### config.mk
export PLATFORM = sky130hd
export DESIGN_NAME = bnn_weight_loader
export DESIGN_NICKNAME = d
export VERILOG_FILES = /design/src/rtl/bnn_weight_loader.sv
export SDC_FILE = /design/constraint.sdc
export NUM_CORES = 1
export LEC_CHECK = 0
export CELL_PAD_IN_SITES_DETAIL_PLACEMENT = 1
export CELL_PAD_IN_SITES_GLOBAL_PLACEMENT = 1
export CORE_ASPECT_RATIO = 1.4
export CORE_MARGIN = 2
export CORE_UTILIZATION = 42
export CTS_BUF_LIST = sky130_fd_sc_hd__clkbuf_4
export CTS_CLUSTER_SIZE = 28
export DETAILED_ROUTE_END_ITERATION = 8
export PLACE_DENSITY_LB_ADDON = 0.1
export SLEW_MARGIN = 20
export SYNTH_ARGS = -nofsm -noshare
export SYNTH_HDL_FRONTEND = slang
export SYNTH_SLANG_ARGS = --single-unit
export TNS_END_PERCENT = 100
### constraint.sdc
create_clock -name clk -period 3.58 [get_ports clk]
set_input_delay 0.537 -clock clk [delete_from_list [all_inputs] [get_ports clk]]
set_output_delay 0.537 -clock clk [all_outputs]
set_load 0.005 [all_outputs]
### src/rtl/bnn_weight_loader.sv
// Nibble-stream deserialiser that loads weight/threshold records into the 8-8-4 BNN core.
// Optional frame checksum nibble enabled by defining BNN_LOADER_CHECKSUM_EN.
module bnn_weight_loader #(
    parameter int NUM_NEURONS = 20,
    parameter int ADDR_W      = 5,
    parameter int W_BITS      = 8,
    parameter int T_BITS      = 4
) (
    input  logic              clk,
    input  logic              reset,
    input  logic              ena,
    input  logic              frame_start,
    input  logic [3:0]        nib_in,
    input  logic              nib_valid,
    output logic              wr_en,
    output logic [ADDR_W-1:0] wr_addr,
    output logic [W_BITS-1:0] wr_weight,
    output logic [T_BITS-1:0] wr_thr,
    output logic              busy,
    output logic              done,
    output logic              err
);

`ifdef BNN_LOADER_CHECKSUM_EN
    typedef enum logic [2:0] {S_IDLE, S_W_LO, S_W_HI, S_THR, S_CHK} state_t;
`else
    typedef enum logic [1:0] {S_IDLE, S_W_LO, S_W_HI, S_THR} state_t;
`endif

    localparam logic [ADDR_W-1:0] LAST = ADDR_W'(NUM_NEURONS - 1);

    state_t              state_q, state_d;
    logic [ADDR_W-1:0]   cnt_q, cnt_d;
    logic [3:0]          lo_q, lo_d;
    logic [3:0]          hi_q, hi_d;
    logic                wr_en_q, wr_en_d;
    logic [ADDR_W-1:0]   addr_q, addr_d;
    logic [W_BITS-1:0]   weight_q, weight_d;
    logic [T_BITS-1:0]   thr_q, thr_d;
    logic                busy_q, busy_d;
    logic                done_q, done_d;
    logic                err_q, err_d;
`ifdef BNN_LOADER_CHECKSUM_EN
    logic [3:0]          xor_q, xor_d;
`endif

    always_comb begin
        // NOTE: every _d starts as its _q so no path leaves a signal unassigned (no latches).
        state_d  = state_q;
        cnt_d    = cnt_q;
        lo_d     = lo_q;
        hi_d     = hi_q;
        wr_en_d  = wr_en_q;
        addr_d   = addr_q;
        weight_d = weight_q;
        thr_d    = thr_q;
        busy_d   = busy_q;
        done_d   = done_q;
        err_d    = err_q;
`ifdef BNN_LOADER_CHECKSUM_EN
        xor_d    = xor_q;
`endif
        // With ena low everything holds, including a pending write strobe.
        if (ena) begin
            wr_en_d = 1'b0;
            if (frame_start) begin
                state_d = S_W_LO;
                cnt_d   = '0;
                lo_d    = '0;
                hi_d    = '0;
                busy_d  = 1'b1;
                done_d  = 1'b0;
                err_d   = 1'b0;
`ifdef BNN_LOADER_CHECKSUM_EN
                xor_d   = '0;
`endif
            end else if (nib_valid) begin
`ifdef BNN_LOADER_CHECKSUM_EN
                if (state_q != S_IDLE && state_q != S_CHK) xor_d = xor_q ^ nib_in;
`endif
                case (state_q)
                    S_IDLE: err_d = 1'b1;
                    S_W_LO: begin
                        lo_d    = nib_in;
                        state_d = S_W_HI;
                    end
                    S_W_HI: begin
                        hi_d    = nib_in;
                        state_d = S_THR;
                    end
                    S_THR: begin
                        wr_en_d  = 1'b1;
                        addr_d   = cnt_q;
                        weight_d = {hi_q, lo_q};
                        thr_d    = nib_in;
                        if (cnt_q == LAST) begin
`ifdef BNN_LOADER_CHECKSUM_EN
                            state_d = S_CHK;
`else
                            state_d = S_IDLE;
                            busy_d  = 1'b0;
                            done_d  = 1'b1;
`endif
                        end else begin
                            cnt_d   = cnt_q + ADDR_W'(1);
                            state_d = S_W_LO;
                        end
                    end
`ifdef BNN_LOADER_CHECKSUM_EN
                    S_CHK: begin
                        state_d = S_IDLE;
                        busy_d  = 1'b0;
                        if (nib_in == xor_q) done_d = 1'b1;
                        else                 err_d  = 1'b1;
                    end
`endif
                    default: state_d = S_IDLE;
                endcase
            end
        end
    end

    always_ff @(posedge clk) begin
        // NOTE: state registers use non-blocking assignment so all flops update together.
        if (reset) begin
            state_q  <= S_IDLE;
            cnt_q    <= '0;
            lo_q     <= '0;
            hi_q     <= '0;
            wr_en_q  <= 1'b0;
            addr_q   <= '0;
            weight_q <= '0;
            thr_q    <= '0;
            busy_q   <= 1'b0;
            done_q   <= 1'b0;
            err_q    <= 1'b0;
`ifdef BNN_LOADER_CHECKSUM_EN
            xor_q    <= '0;
`endif
        end else begin
            state_q  <= state_d;
            cnt_q    <= cnt_d;
            lo_q     <= lo_d;
            hi_q     <= hi_d;
            wr_en_q  <= wr_en_d;
            addr_q   <= addr_d;
            weight_q <= weight_d;
            thr_q    <= thr_d;
            busy_q   <= busy_d;
            done_q   <= done_d;
            err_q    <= err_d;
`ifdef BNN_LOADER_CHECKSUM_EN
            xor_q    <= xor_d;
`endif
        end
    end

    assign wr_en     = wr_en_q & ena;
    assign wr_addr   = addr_q;
    assign wr_weight = weight_q;
    assign wr_thr    = thr_q;
    assign busy      = busy_q;
    assign done      = done_q;
    assign err       = err_q;

endmodule
==> run metrics, run 1 <==
Buf/Inv on CP=2; vias in the first global route=around 1.5k; layout cells sized above 1=between 7 and 8%; VDD IR max=between 0.2 and 0.3 mV; Longest Clk Path Bufs=2; H-tree depth=2; WP data required=about 3.0 ns; Synth Instances=roughly 170; Overflow after GRT=0; Final min period=approximately 2.5 ns; Worst-Skew Late Latency=0.35 ns; Cell variety after synth=38; worst path arrival time=2.00 ns; Port Buffers=29; largest net degree at the start of global routing=20; Iter 0 DRT Violations=23; hold-fix buffer count after cts=0; Top delay family on crit path=buffers and inverters; Core Area=3441 µm²; cells along the critical path=clkdlybuf4s50_1 -> and2_1 -> clkdlybuf4s50_1; placed inst area=around 1800 µm²; WL met2=2205 µm; most frequent cells in the layout=dfxtp_1, clkdlybuf4s50_1, a21oi_1, nand3_1, o21ai_0; asr flop ratio synth=0%; Post-Syn Area=approximately 1500 µm²; diode count=0; Root Buffer=clkbuf_4; initial antenna violation count=0; most used cell, CP=clkdlybuf4s50_1; post-synth net total=between 150 and 200; Main synth FF type=dfxtp_1; fin crit share=a little under three quarters; yosys warns=0; # IOs=30; most common cell after layout, fill and taps aside=dfxtp_1; Layout area overhead=23.54%; max layer used=met4; Worst setup SP type=input port; CTS resizes=0; Final ANT Viol Nets=0; first-pass GRT wire length=between 6000 and 7000 µm; Die ar.=4136 µm²; share of the synthesized area in the top cell type=between 40% and 50%; Final Hold Slack=around 0.48 ns; P_leak=0.0006324 µW; RSZ-0062 raised after global routing=false; Post-synth EDFFs=0; Reg clk slew, reported paths=about 0.10 ns; outcome=finished clean; Syn Area/Cell=8.868 µm²; Clock Sinks=36; Initial DRT Pass Iterations=4; post-synthesis sequential area ratio=47.25%; final hold violation count=0; Slew HR=54.77%; initial core utilization=approximately 44%; post-route cell area=1884 µm²; crit path max fanout=15; setup TNS=0 ns; wire per inst=17.25 µm; HP Class=register to register; post-layout net count=between 200 and 250; row cnt=25; maxcap violations=0; Crit Path Category=input port to output port; Die H=roughly 75 µm; Detail Route met3 WL=around 130 µm; cell taking the most area after synthesis=dfxtp_1; routed wire length=roughly 4100 µm; Tightest Pin Transition=about 0.68 ns; final worst setup slack=~1.0 ns; Crit. End Element=output port; wl on met1=around 1700 µm; die width=54.93 µm; CTS Buf Count=5; All-Layer GR Usage=around 23%; post-synthesis register bit count=36; CP max stage delay=slightly below 0.8 ns; CTS tree=built; Clock Skew=0.01626 ns; Slew Viols, Final=0; pre-CTS WS=approximately 0.94 ns; Slowest cell on crit path=clkdlybuf4s50_1; Setup Fix Bufs, Post-CTS=0; Total Power=681.4 µW; Via density=5.983; Peak Freq=roughly 0.39 GHz; pwr dens=~360 nW/µm²; largest cells by area after synthesis=dfxtp_1, a21oi_1, nand3_1, o21ai_0, a22o_1; final setup vio count=0; vias=between 1k and 1.5k; GPL Wtd Cong=between 0.7 and 0.8; drc violations=0; DP Wirelength=around 2900 µm
power breakdown:
group | switching (µW) | internal, µW | leakage (µW)
clock | 141 | 82.4 | 0.0000293
combinational | 31.1 | 19.3 | 0.000313
sequential | 3.95 | 404 | 0.000291
total | 176 | 505 | 0.000632
cell usage after synthesis (2+ instances only):
cell type	n
buf_2	6
nand3_1	20
nand2b_1	2
nand2_1	4
inv_1	2
a21oi_1	23
o211ai_1	5
dfxtp_1	36
or4b_1	2
nor3_1	3
a41oi_1	2
o21ai_0	20
nor2_1	6
clkbuf_1	7
nor2b_1	2
and3_1	3
a22o_1	8
worst reg2reg max path: stages, from the launching register on:
cell	delay, ns
dfxtp_1	0.53
nand3_2	0.40
or4b_1	0.64
a31oi_1	0.18
final timing paths:
kind | startpoint | slack [ns] | to | cells past startpoint
worst max-delay path | ena | 1.04 | wr_en | 3
worst max register to register | state_q[1]$_SDFFE_PP0P_ | 1.78 | cnt_q[3]$_SDFFE_PP0P_ | 3
worst min register to register | err$_SDFFE_PP0P_ | 0.48 | err$_SDFFE_PP0P_ | 1
worst min-delay path | err$_SDFFE_PP0P_ | 0.48 | err$_SDFFE_PP0P_ | 1
flip-flops by register name (all words and copies together), names as in the netlist:
name,flops
wr_weight,8
cnt_q,5
wr_addr,5
hi_q,4
lo_q,4
wr_thr,4
state_q,2
busy,1
done,1
err,1
wr_en_q,1
routing by layer:
layer | track usage, % | vias up
met5 | 0 | -
met4 | 7.317 | 0
met3 | 5.294 | 4
met2 | 41.14 | 32
met1 | 25.12 | 699
li1 | - | 689
cell type report:
cell class                      count  area [µm²]
Inverter                            2       7.507
Fill cell                         404        1556
Tap cell                           40       50.05
Sequential cell                    36       720.7
Clock buffer                        6       45.04
Multi-Input combinational cell    120       737.0
Timing Repair Buffer               32       312.8
Clock inverter                      2       11.26
cells by family after synthesis:
group	count (synthesis)	share of synthesized area (%)
compound gates	66	26.25
flops	36	47.25
fa+ha+maj	1	0.8202
buf+inv	16	4.430
simple gates	53	21.25
through the flow:
step | util (%) | cells
2_1_floorplan | - | 172
3_3_place_gp | 53.13 | 230
3_5_place_dp | 53.13 | 230
4_1_cts | 54.76 | 238
5_1_grt | 54.76 | 238
6_report | 54.76 | 238
Note: power is estimated with default switching activity, not from simulation.
==> inputs of run 2 (changes only) <==
- CORE_UTILIZATION: 42 -> 39
- clock period: 3.58 -> 2.45 ns (I/O delays scaled with it)
==> run 2 against run 1 <==
Net effect: final cell count is 2.9% higher; utilization is 2.2 points lower; critical path type unchanged; global-route usage is 2.7 points lower; highest routed layer unchanged; clock power is 89% higher; flip-flop and latch count stayed put; clock-buffer cell count stayed put; non-clock buffer count is 5 higher; register-to-register slack worse by 1.0 ns; routed wire length is 2.3% lower.
==> run metrics, run 2 (synthesis results as in run 1) <==
layout cells sized above 1=9.852% (was 7.071%); crit path to=wr_en (unchanged); Die ar.=4434 µm² (was 4136 µm²); Initial DRT Pass Iterations=4 (unchanged); pwr dens=562.0 nW/µm² (was 361.6 nW/µm²); Layout area overhead=27.73% (was 23.54%); placed inst area=1868 µm² (was 1828 µm²); Crit. End Element=output port (unchanged); critical path launch point=ena (unchanged); GPL Wtd Cong=0.7874 (was 0.7348); initial core utilization=41.13% (was 44.33%); Reg clk slew, reported paths=0.11 ns (was 0.10 ns); CTS tree=built (unchanged); Tightest Pin Transition=0.4214 ns (was 0.6785 ns); drc violations=0 (unchanged); P_leak=0.0006716 µW (was 0.0006324 µW); routed wire length=4013 µm (was 4106 µm); die width=56.85 µm (was 54.93 µm); WL met2=2202 µm (was 2205 µm); Die H=78.00 µm (was 75.30 µm); Longest Clk Path Bufs=2 (unchanged); Peak Freq=approximately 0.49 GHz; Worst setup SP type=input port (unchanged); DP Wirelength=3003 µm (was 2925 µm); Slew Viols, Final=0 (unchanged); CTS Buf Count=5 (unchanged); Final Hold Slack=0.4795 ns (was 0.4794 ns); Crit Path Category=input port to output port (unchanged); HP Class=register to register (unchanged); Overflow after GRT=0 (unchanged); final setup vio count=0 (unchanged); Core Area=3709 µm² (was 3441 µm²); final worst setup slack=0.4219 ns (was 1.039 ns); Clock Sinks=36 (unchanged); maxcap violations=0 (unchanged); Slew HR=71.91% (was 54.77%); worst path arrival time=1.66 ns (was 2.00 ns); CTS resizes=0 (unchanged); All-Layer GR Usage=19.90% (was 22.58%); Clock Skew=0.01084 ns (was 0.01626 ns); hold-fix buffer count after cts=0 (unchanged); Root Buffer=clkbuf_4 (unchanged); Total Power=1095 µW (was 681.4 µW); Setup Fix Bufs, Post-CTS=0 (unchanged); pre-CTS WS=0.4058 ns (was 0.9418 ns); Worst-Skew Late Latency=0.34 ns (was 0.35 ns); post-layout net count=212 (was 207); outcome=finished clean (unchanged); most common cell after layout, fill and taps aside=dfxtp_1 (unchanged); fillers=449 (was 404); H-tree depth=2 (unchanged); Port Buffers=29 (unchanged); Iter 0 DRT Violations=37 (was 23); Critical R2R Capture=cnt_q[3]$_SDFFE_PP0P_ (unchanged); vias in the first global route=1408 (was 1461); fin crit share=slightly above 80%; initial antenna violation count=0 (unchanged); VDD IR max=0.4746 mV (was 0.2987 mV); Final ANT Viol Nets=0 (unchanged); Worst R2R Path Depth=4 (was 3); first-pass GRT wire length=6810 µm (was 6686 µm); max reg flops=8 (unchanged); Via density=5.845 (was 5.983); worst flop-to-flop path startpoint=cnt_q[0]$_SDFFE_PP0P_ (was state_q[1]$_SDFFE_PP0P_); row cnt=26 (was 25); reg2reg setup slack=0.78 ns (was 1.78 ns); setup TNS=0 ns (unchanged); post-route cell area=1948 µm² (was 1884 µm²); Detail Route met3 WL=157 µm (was 132 µm); max layer used=met4 (unchanged); most frequent cells in the layout=dfxtp_1, clkdlybuf4s50_1, a21oi_1, nand3_1, o21ai_0 (unchanged); WP data required=2.08 ns (was 3.04 ns); Final min period=a little over 2 ns; crit path max fanout=8 (was 15); largest net degree at the start of global routing=20 (unchanged); wl on met1=1586 µm (was 1721 µm); wire per inst=16.38 µm (was 17.25 µm); final hold violation count=0 (unchanged); # IOs=30 (unchanged); vias=1432 (was 1424); diode count=0 (unchanged); RSZ-0062 raised after global routing=false (unchanged)
## run 2: worst min path at each step
stage,cells past startpoint,start,end
2_1_floorplan,1,hi_q[0]$_SDFFE_PP0P_,hi_q[0]$_SDFFE_PP0P_
3_3_place_gp,1,err$_SDFFE_PP0P_,err$_SDFFE_PP0P_
3_5_place_dp,1,lo_q[3]$_SDFFE_PP0P_,lo_q[3]$_SDFFE_PP0P_
4_1_cts,2,hi_q[0]$_SDFFE_PP0P_,wr_weight[4]$_SDFFE_PP0P_
5_1_grt,1,err$_SDFFE_PP0P_,err$_SDFFE_PP0P_
6_report,2,hi_q[0]$_SDFFE_PP0P_,wr_weight[4]$_SDFFE_PP0P_
## run 2: where the power goes
group | leakage (µW) | total [µW] | switching [µW] | internal [µW]
Combinational | 0.000335 | 78.3 | 45.8 | 32.5
Sequential | 0.000291 | 595 | 5.79 | 590
Clock | 0.0000456 | 421 | 196 | 225
## run 2: worst max-delay path, stage by stage
cell             delay [ns]
clkdlybuf4s50_1        0.63
and2_1                 0.17
clkdlybuf4s50_1        0.49
## run 2: per-stage QoR
stage          utilization [%]  cells
3_5_place_dp             50.37    237
2_1_floorplan                -    172
6_report                 52.53    245
3_3_place_gp             50.37    237
4_1_cts                  52.53    245
5_1_grt                  52.53    245
## run 2: area by class of cell
cell class	count	area, µm²	share of cell area (%)
Multi-Input combinational cell	120	737.0	37.83
Clock inverter	2	35.03	1.798
Sequential cell	36	720.7	36.99
Inverter	2	7.507	0.3854
Timing Repair Buffer	37	350.3	17.98
Tap cell	42	52.55	2.697
Clock buffer	6	45.04	2.312
## run 2: routing by layer
layer / track usage [%] / up-vias
li1: - / 699
met3: 4.667 / 5
met4: 7.209 / 0
met5: 0 / -
met1: 21.29 / 702
met2: 37.09 / 26
==> inputs of run 3 (changes only) <==
- CORE_UTILIZATION: 39 -> 36
- clock period: 2.45 -> 1.6 ns (I/O delays scaled with it)
==> run 3 against run 2 <==
Net effect: critical path depth unchanged; highest routed layer unchanged; critical endpoint is now cnt_q[3]$_SDFFE_PP0P_; routed wire length grew 19%; final cell count is 13% higher; setup slack lost 0.37 ns; non-clock buffer count rose by 29; via count grew 10%; utilization rose by 0.56 points; largest cell class unchanged; global-route usage up 0.82 points.
==> run metrics, run 3 (synthesis results as in run 1) <==
outcome=finished clean (unchanged); worst path arrival time=1.82 ns (was 1.66 ns); die width=59.01 µm (was 56.85 µm); VDD IR max=0.3206 mV (was 0.4746 mV); Reg clk slew, reported paths=0.11 ns (about the same); max reg flops=8 (unchanged); Layout area overhead=43.89% (was 27.73%); Initial DRT Pass Iterations=4 (unchanged); H-tree depth=2 (unchanged); Core Area=4134 µm² (was 3709 µm²); All-Layer GR Usage=20.72% (was 19.90%); Peak Freq=about 0.64 GHz; Tightest Pin Transition=0.3370 ns (was 0.4214 ns); fillers=497 (was 449); layout cells sized above 1=23.28% (was 9.852%); Longest Clk Path Bufs=2 (unchanged); Clock Skew=0.007411 ns (was 0.01084 ns); Die ar.=4781 µm² (was 4434 µm²); final core occ=53.09% (was 52.53%); Final ANT Viol Nets=0 (unchanged); Worst-Skew Late Latency=0.33 ns (was 0.34 ns); Final min period=between 1.5 and 2 ns; WP data required=1.87 ns (was 2.08 ns); CTS Buf Count=5 (unchanged); hold-fix buffer count after cts=0 (unchanged); cells along the critical path=and4bb_2 -> or4b_4 -> a31oi_2 (was clkdlybuf4s50_1 -> and2_1 -> clkdlybuf4s50_1); # IOs=30 (unchanged); wire per inst=17.25 µm (was 16.38 µm); met3 usage=3.503% (was 4.667%); maxcap violations=0 (unchanged); crit path max fanout=6 (was 8); P_leak=0.0008192 µW (was 0.0006716 µW); routed wire length=4779 µm (was 4013 µm); Die H=81.02 µm (was 78.00 µm); pwr dens=779.4 nW/µm² (was 562.0 nW/µm²); most common cell after layout, fill and taps aside=buf_4 (was dfxtp_1); placed inst area=2095 µm² (was 1868 µm²); worst flop-to-flop path startpoint=cnt_q[3]$_SDFFE_PP0P_ (was cnt_q[0]$_SDFFE_PP0P_); busiest grt layer=met2 (unchanged); Overflow after GRT=0 (unchanged); fin crit share=between 90% and 100%; diode count=0 (unchanged); CP max stage delay=0.53 ns (was 0.63 ns); vias=1577 (was 1432); drc violations=0 (unchanged); post-layout net count=241 (was 212); Worst setup SP type=register (was input port); reg2reg setup slack=0.05 ns (was 0.78 ns); Slew Viols, Final=0 (unchanged); Slew HR=77.40% (was 71.91%); Slowest cell on crit path=or4b_4 (was clkdlybuf4s50_1); grt met2 use=40.22% (was 37.09%); Worst R2R Path Depth=3 (was 4); row cnt=28 (was 26); final hold violation count=0 (unchanged); Critical R2R Capture=cnt_q[3]$_SDFFE_PP0P_ (unchanged); post-route cell area=2195 µm² (was 1948 µm²); Clock Sinks=36 (unchanged); crit path to=cnt_q[3]$_SDFFE_PP0P_ (was wr_en); most frequent cells in the layout=buf_4, dfxtp_1, clkdlybuf4s50_1, a21oi_1 (was dfxtp_1, clkdlybuf4s50_1, a21oi_1, nand3_1, o21ai_0); CTS tree=built (unchanged); final setup vio count=0 (unchanged); Crit. End Element=register (was output port); DP Wirelength=3520 µm (was 3003 µm); Crit Path Category=register to register (was input port to output port); Via density=5.693 (was 5.845); initial antenna violation count=0 (unchanged); HP Class=input port to register (was register to register); initial core utilization=36.89% (was 41.13%); Root Buffer=clkbuf_4 (unchanged); GPL Wtd Cong=0.8821 (was 0.7874); RSZ-0062 raised after global routing=false (unchanged); Iter 0 DRT Violations=40 (was 37); vias in the first global route=1623 (was 1408); critical path launch point=cnt_q[3]$_SDFFE_PP0P_ (was ena); Port Buffers=29 (unchanged); largest net degree at the start of global routing=20 (unchanged); first-pass GRT wire length=7534 µm (was 6810 µm); GR Util met1=21.12% (was 21.29%)
==> run 3: stage by stage <==
stage	hold slack, ns	cells	total power (µW)	worst slack (ns)	TNS (ns)
floorplan	0.3726	172	989.2	0.1059	0
global placement	0.4518	268	1084	-0.09153	-0.6359
detailed placement	0.4585	268	1089	-0.1466	-2.398
CTS	0.4742	276	1728	0.04103	0
global route	0.4988	277	1771	0.005575	0
finish	0.4745	277	1710	0.04809	0
==> run 3: layer usage <==
metal  vias to the layer above  share of wire, %
li1                        758                 -
met1                       762                39
met2                        48                56
met3                         9               3.6
met4                         0               2.0
met5                         -                 0
==> run 3: final cells by class <==
class,count,area [µm²],share of cell area (%)
Multi-Input combinational cell,120,749.5,34.15
Clock inverter,2,35.03,1.596
Inverter,2,7.507,0.3421
Timing Repair Buffer,66,579.3,26.40
Sequential cell,36,721.9,32.90
Tap cell,45,56.30,2.566
Clock buffer,6,45.04,2.052
==> run 3: how the worst min path moves through the flow <==
stage                          from                   endpoint  cells after the start  slack (ns)
2_1_floorplan             nib_in[0]       hi_q[0]$_SDFFE_PP0P_                      1        0.37
3_3_place_gp       err$_SDFFE_PP0P_           err$_SDFFE_PP0P_                      1        0.45
3_5_place_dp   lo_q[0]$_SDFFE_PP0P_       lo_q[0]$_SDFFE_PP0P_                      1        0.46
4_1_cts                         ena       wr_en_q$_SDFFE_PP0P_                      4        0.47
5_1_grt        hi_q[0]$_SDFFE_PP0P_  wr_weight[4]$_SDFFE_PP0P_                      2        0.50
6_report                        ena       wr_en_q$_SDFFE_PP0P_                      4        0.47
==> run 3: report_power, final <==
| group | total, µW | switching [µW] | internal [µW] |
|---|---|---|---|
| clock | 639 | 295 | 345 |
| combinational | 162 | 84.1 | 78.0 |
| sequential | 909 | 6.18 | 903 |
| total | 1710 | 385 | 1330 |
==> run 3: timing repair <==
item,in CTS,in global routing
endpoints found under the hold margin,0,0
endpoints found under the setup margin,1,1
pin swaps,0,2
buffers inserted,0,1
gates resized for setup,1,5
cloned,0,0
==> run 3: critical path, delay by kind of cell, from the launching register on <==
family	cells	cell delay [ns]
DFF	1	0.47
AOI/OAI and AO/OA	1	0.16
and+or+nand+nor	2	0.86
